[config.mk]
export PLATFORM = sky130hd
export DESIGN_NAME = inst_fetch_queue
export DESIGN_NICKNAME = d
export VERILOG_FILES = /design/src/rtl/inst_fetch_queue.sv
export SDC_FILE = /design/constraint.sdc
export NUM_CORES = 1
export LEC_CHECK = 0
export ABC_CLOCK_PERIOD_IN_PS = 12000
export BUFFER_PORTS_ARGS = -buffer_cell sky130_fd_sc_hd__buf_2
export CORE_MARGIN = 5
export CORE_UTILIZATION = 30
export CTS_BUF_LIST = sky130_fd_sc_hd__clkbuf_4
export CTS_CLUSTER_SIZE = 40
export DETAILED_ROUTE_END_ITERATION = 10
export GPL_TIMING_DRIVEN = 0
export PLACE_DENSITY = 0.52
export SYNTH_ARGS = -nofsm -noshare
export SYNTH_HDL_FRONTEND = slang
export SYNTH_SLANG_ARGS = --single-unit
[constraint.sdc]
create_clock -name clk_in -period 12 [get_ports clk_in]
set_input_delay 2.4 -clock clk_in [delete_from_list [all_inputs] [get_ports clk_in]]
set_output_delay 2.4 -clock clk_in [all_outputs]
set_load 0.01 [all_outputs]
[src/rtl/inst_fetch_queue.sv]
// Instruction fetch front end: PC owner, fetch request FSM and {pc, inst, is_c, prediction} queue.
// Optional JAL target prediction is compiled in with `define IFQ_JAL_PREDICT_EN.
module inst_fetch_queue #(
  parameter int          IFQ_DEPTH  = 8,
  parameter int          IFQ_ADDR_W = 3,
  parameter logic [31:0] RESET_PC   = 32'h0
) (
  input  logic        clk_in,
  input  logic        rst_n_in,
  input  logic        rdy_in,
  input  logic        flush,
  input  logic [31:0] flush_pc,
  output logic        mem_dec_en,
  output logic [31:0] mem_dec_addr,
  input  logic        mem_dec_rdy,
  input  logic [31:0] mem_dec_data,
  input  logic        mem_dec_is_c,
  output logic        out_valid,
  input  logic        out_ready,
  output logic [31:0] out_pc,
  output logic [31:0] out_inst,
  output logic        out_is_c,
  output logic        out_pred_taken,
  output logic [31:0] out_pred_pc
);

  typedef enum logic {S_IDLE, S_WAIT} state_t;

  localparam logic [IFQ_ADDR_W:0] DEPTH_C = (IFQ_ADDR_W+1)'(IFQ_DEPTH);

  state_t                state_q, state_d;
  logic [31:0]           pc_q, pc_d;
  logic [31:0]           addr_q, addr_d;
  logic [IFQ_ADDR_W-1:0] head_q, head_d, tail_q, tail_d;
  logic [IFQ_ADDR_W:0]   count_q, count_d, count_after;
  logic                  push, pop, pred_taken;
  logic [31:0]           seq_pc, next_pc;

  logic [31:0] pc_mem   [IFQ_DEPTH];
  logic [31:0] inst_mem [IFQ_DEPTH];
  logic [31:0] ppc_mem  [IFQ_DEPTH];
  logic        isc_mem  [IFQ_DEPTH];
  logic        pt_mem   [IFQ_DEPTH];

  assign seq_pc = pc_q + (mem_dec_is_c ? 32'd2 : 32'd4);

`ifdef IFQ_JAL_PREDICT_EN
  logic [31:0] jal_imm;
  assign jal_imm    = {{12{mem_dec_data[31]}}, mem_dec_data[19:12], mem_dec_data[20],
                       mem_dec_data[30:21], 1'b0};
  assign pred_taken = (mem_dec_data[6:0] == 7'b1101111);
  assign next_pc    = pred_taken ? (pc_q + jal_imm) : seq_pc;
`else
  assign pred_taken = 1'b0;
  assign next_pc    = seq_pc;
`endif

  assign push       = (state_q == S_WAIT) && mem_dec_rdy;
  assign pop        = out_valid && out_ready;
  assign mem_dec_en = (state_q == S_WAIT);
  assign mem_dec_addr = addr_q;

  always_comb begin
    state_d     = state_q;
    pc_d        = pc_q;
    addr_d      = addr_q;
    head_d      = head_q;
    tail_d      = tail_q;
    count_after = count_q + (IFQ_ADDR_W+1)'(push) - (IFQ_ADDR_W+1)'(pop);
    count_d     = count_q;
    if (flush) begin
      state_d = S_IDLE;
      pc_d    = flush_pc;
      head_d  = '0;
      tail_d  = '0;
      count_d = '0;
    end else begin
      count_d = count_after;
      if (push) tail_d = tail_q + IFQ_ADDR_W'(1);
      if (pop)  head_d = head_q + IFQ_ADDR_W'(1);
      // A request is only launched when its slot is guaranteed, so a push never overflows.
      case (state_q)
        S_IDLE: begin
          if (count_after < DEPTH_C) begin
            state_d = S_WAIT;
            addr_d  = pc_q;
          end
        end
        S_WAIT: begin
          if (push) begin
            pc_d = next_pc;
            if (count_after < DEPTH_C) addr_d  = next_pc;
            else                       state_d = S_IDLE;
          end
        end
        default: state_d = S_IDLE;
      endcase
    end
  end

  always_ff @(posedge clk_in or negedge rst_n_in) begin
    if (!rst_n_in) begin
      state_q <= S_IDLE;
      pc_q    <= RESET_PC;
      addr_q  <= '0;
      head_q  <= '0;
      tail_q  <= '0;
      count_q <= '0;
    end else if (rdy_in) begin
      state_q <= state_d;
      pc_q    <= pc_d;
      addr_q  <= addr_d;
      head_q  <= head_d;
      tail_q  <= tail_d;
      count_q <= count_d;
    end
  end

  always_ff @(posedge clk_in) begin
    if (rdy_in && push && !flush) begin
      pc_mem[tail_q]   <= pc_q;
      inst_mem[tail_q] <= mem_dec_data;
      isc_mem[tail_q]  <= mem_dec_is_c;
      pt_mem[tail_q]   <= pred_taken;
      ppc_mem[tail_q]  <= next_pc;
    end
  end

  // Storage is not reset; an empty queue reads as zeros.
  assign out_valid      = (count_q != '0);
  assign out_pc         = out_valid ? pc_mem[head_q]   : '0;
  assign out_inst       = out_valid ? inst_mem[head_q] : '0;
  assign out_is_c       = out_valid ? isc_mem[head_q]  : 1'b0;
  assign out_pred_taken = out_valid ? pt_mem[head_q]   : 1'b0;
  assign out_pred_pc    = out_valid ? ppc_mem[head_q]  : '0;

endmodule
==> summary.txt <==
Run status
  • Status: complete, no violations

Placed design
  • Dpl ws: 5750 ps
  • Hpwl dp: between 70 and 80 mm
  • Port-buffer cells: between 200 and 250
  • RePlAce Congestion: between 0.9 and 1

Worst setup path
  • Capture point of the worst reg-to-reg path: mem_dec_addr[30]$_DFFE_PN0P_
  • CP Max Fanout: 10
  • Crit path capture type: primary output
  • CP arrival: 4370 ps
  • Startpoint types: flip-flop
  • Flop2flop setup slack: approximately 7100 ps
  • Crit Path Class: reg -> out
  • RR Startpoint: count_q[2]$_DFFE_PN0P_
  • WP data required: roughly 9600 ps
  • Reg2Reg Depth: 15

Synthesis
  • Synthesized cell area: around 34,000 um^2
  • Seq cells post-synth: ~840
  • EDFF count, synth: approximately 770
  • Share of the synthesized area in the top cell type: 0.6801
  • Largest cells by area after synthesis: edfxtp_1 (68%), mux4_2 (13%), dfrtp_1 (5.5%), nand2_1 (2.9%), a21oi_1 (1.8%)
  • Async SR Flop Fraction: 0.08897
  • Syn Area/Cell: 17.64 um^2
  • Synth Flop Type: edfxtp_1
  • Yosys warnings: 0
  • Biggest area consumer among synthesized cells: edfxtp_1
  • Sequential fraction of the synthesis area: 0.7354
  • Count of cell types in the netlist: 66
  • Mapped Nets: between 2,000 and 2,500
  • Synthesized instance count: a little under 2,000

Routing
  • Number of remaining DRC errors: 0
  • Post-Route WL: between 100 and 150 mm
  • DRT antenna net count: 0
  • Drt first pass iters: 5
  • WL/cell: 24.69 um
  • Via-to-Cell Ratio: just under 5
  • Iter 0 DRT Violations: ~1,500
  • DR vias: 20,020

CTS
  • Clk Latency, worst-skew pair: approximately 1100 ps
  • Worst-path clk slew: ~70 ps
  • CTS root buf: clkbuf_4
  • H-tree levels: 4
  • Max clock buf depth: 3
  • Post-CTS setup buffer count: 0
  • Hold_buf cts: 0
  • CTS buffer count: around 220
  • Post_cts resized: 0
  • CTS tree: built
  • Clock sinks: around 840

Timing
  • Slew HR: 0.1664
  • Setup ws final: about 5200 ps
  • Highest Clock Rate: 0.1476 GHz
  • Fin. max-slew vios: 0
  • Final hold vios: 0
  • Min Tclk post-route: between 6000 and 7000 ps
  • Layout Skew: approximately 90 ps
  • Final Setup Violations: 0
  • Final worst-path cycle share: 0.5645
  • Worst Tran Pin Value: 1250 ps
  • RSZ-0062 raised after global routing: no

Layout
  • Filler cells: between 10,000 and 15,000
  • Share of layout cells above drive strength 1: 0.3435
  • Commonest non-fill, non-tap cells in the layout: edfxtp_1 (768), clkbuf_4 (337), nand2_1 (265)
  • Final Core Density: 0.3626
  • Nets: between 2,000 and 3,000
  • Synth-to-layout area growth: 20.12%
  • Commonest non-fill, non-tap cell in the layout: edfxtp_1

Floorplanning
  • # rows: ~120
  • Core area: about 110,000 um^2
  • Die W: between 300 and 400 um
  • # IOs: slightly above 200
  • Initial Utilization: 0.3018
  • Die area: around 120,000 um^2
  • Die height: 346.2 um

Min path
  • Hold-critical path depth: 2
  • Worst min path class: reg -> reg
  • Hold path start: mem_dec_addr[26]$_DFFE_PN0P_
  • Endpoint, Worst Hold: mem_dec_addr[26]$_DFFE_PN0P_

Global routing
  • Grt total ovfl: 0
  • Initial antenna violation count: 10
  • Gr usage total: 0.1662
  • First-pass GRT wire length: 145.5 mm
  • Largest net degree at the start of global routing: between 60 and 70
  • Vias in the first global route: approximately 21,000

Pwr
  • Peak VDD IR: ~0.094 mV
  • Power per Cell Area: roughly 210 nW/um^2
  • Pleak: between 10 and 15 nW

Flow run
  • Max-cap violations: 0
[state kept, by name, summed over array words and instances, names as in the netlist]
name	count
pc_mem	251
isc_mem	8
mem_dec_addr	32
inst_mem	256
count_q	4
pc_q	32
mem_dec_en	1
head_q	3
ppc_mem	253
tail_q	3
[cell families after synthesis]
logic type / Yosys count / share of synthesized area
xor gates and xnor gates: 60 / 0.01550
other: 1 / 0.0001106
and+or+nand+nor: 417 / 0.05638
muxes: 201 / 0.1302
AOI/OAI and AO/OA: 234 / 0.03867
DFF: 843 / 0.7354
adders and majority gates: 11 / 0.004501
buffers and inverters: 155 / 0.01919
[worst max path at each step]
stage | slack, ps | from | endpoint | cells after the start
floorplan | 1550 | mem_dec_rdy | inst_mem[1][0]$_DFFE_PP_ | 6
global placement | -6800 | mem_dec_rdy | inst_mem[1][25]$_DFFE_PP_ | 7
detailed placement | 5750 | mem_dec_rdy | mem_dec_addr[28]$_DFFE_PN0P_ | 12
CTS | 4990 | count_q[2]$_DFFE_PN0P_ | out_pred_pc[0] | 9
global route | 4850 | head_q[1]$_DFFE_PN0P_ | out_pred_pc[30] | 6
finish | 5230 | count_q[2]$_DFFE_PN0P_ | out_pred_pc[0] | 9
[stage by stage]
stage,power [W],setup TNS (ps),std cells,hold slack [ps],instance area (um^2)
floorplan,0.004984,0,1922,516.2,33920
global placement,0.006015,-3227520,3623,466.9,36800
detailed placement,0.006043,0,3699,470.4,37900
CTS,0.008559,0,4079,495.1,40710
global route,0.008881,0,4086,517.7,40730
finish,0.008392,0,4089,499.0,40730
[cell usage after synthesis (3+ instances only)]
master	n
xnor2_1	38
buf_4	5
nand3_1	22
nor3_1	22
dfrtp_1	75
and2_1	5
and3_1	11
and4_1	4
inv_1	20
a31oi_1	4
buf_1	23
nor2_1	26
a21oi_1	119
nand3b_1	3
mux2i_1	7
nor2b_1	5
o211ai_1	3
nand2_1	265
a22oi_1	6
edfxtp_1	768
xor2_1	22
o22ai_1	11
clkbuf_1	63
o21ai_0	62
clkinv_1	3
mux4_2	192
o2bb2ai_1	4
buf_2	38
nand2b_1	6
nand4_1	17
nor4_1	16
ha_1	9
a2bb2oi_1	6
[area by class of cell]
| cell class | count | area [um^2] | share of cell area |
|---|---|---|---|
| Tap cell | 1500 | 1877 | 0.04607 |
| Inverter | 24 | 90.09 | 0.002212 |
| Buffer | 131 | 560.5 | 0.01376 |
| Multi-Input combinational cell | 924 | 8379 | 0.2057 |
| Sequential cell | 843 | 24940 | 0.6122 |
| Timing Repair Buffer | 277 | 2056 | 0.05047 |
| Antenna cell | 10 | 25.02 | 0.0006143 |
| Clock inverter | 43 | 277.8 | 0.006819 |
| Clock buffer | 337 | 2530 | 0.06211 |
[power breakdown]
| group | switching [W] | leakage [nW] | total [W] | internal (W) |
|---|---|---|---|---|
| Combinational | 0.00146 | 4.33 | 0.00234 | 0.000888 |
| Clock | 0.00115 | 1.68 | 0.00248 | 0.00133 |
| Sequential | 0.000145 | 7.84 | 0.00357 | 0.00343 |
[per-layer routing]
metal	track usage	share of wire	vias to the layer above	wire length [um]
met4	0.04602	0.017	0	1720
met3	0.04951	0.080	139	8107
li1	-	-	8692	-
met5	0	0	-	0
met1	0.2249	0.43	10440	43430
met2	0.2625	0.47	751	47700
[worst max-delay path, cell delays in order, from the launching register on]
cell and delay, ps:
dfrtp_1 360, inv_1 90, ha_1 170, and3_1 160
clkbuf_1 580, clkbuf_1 740, clkbuf_1 660, a21oi_1 230
buf_4 200, buf_2 130
No activity file was read; power rests on OpenSTA's default activity.
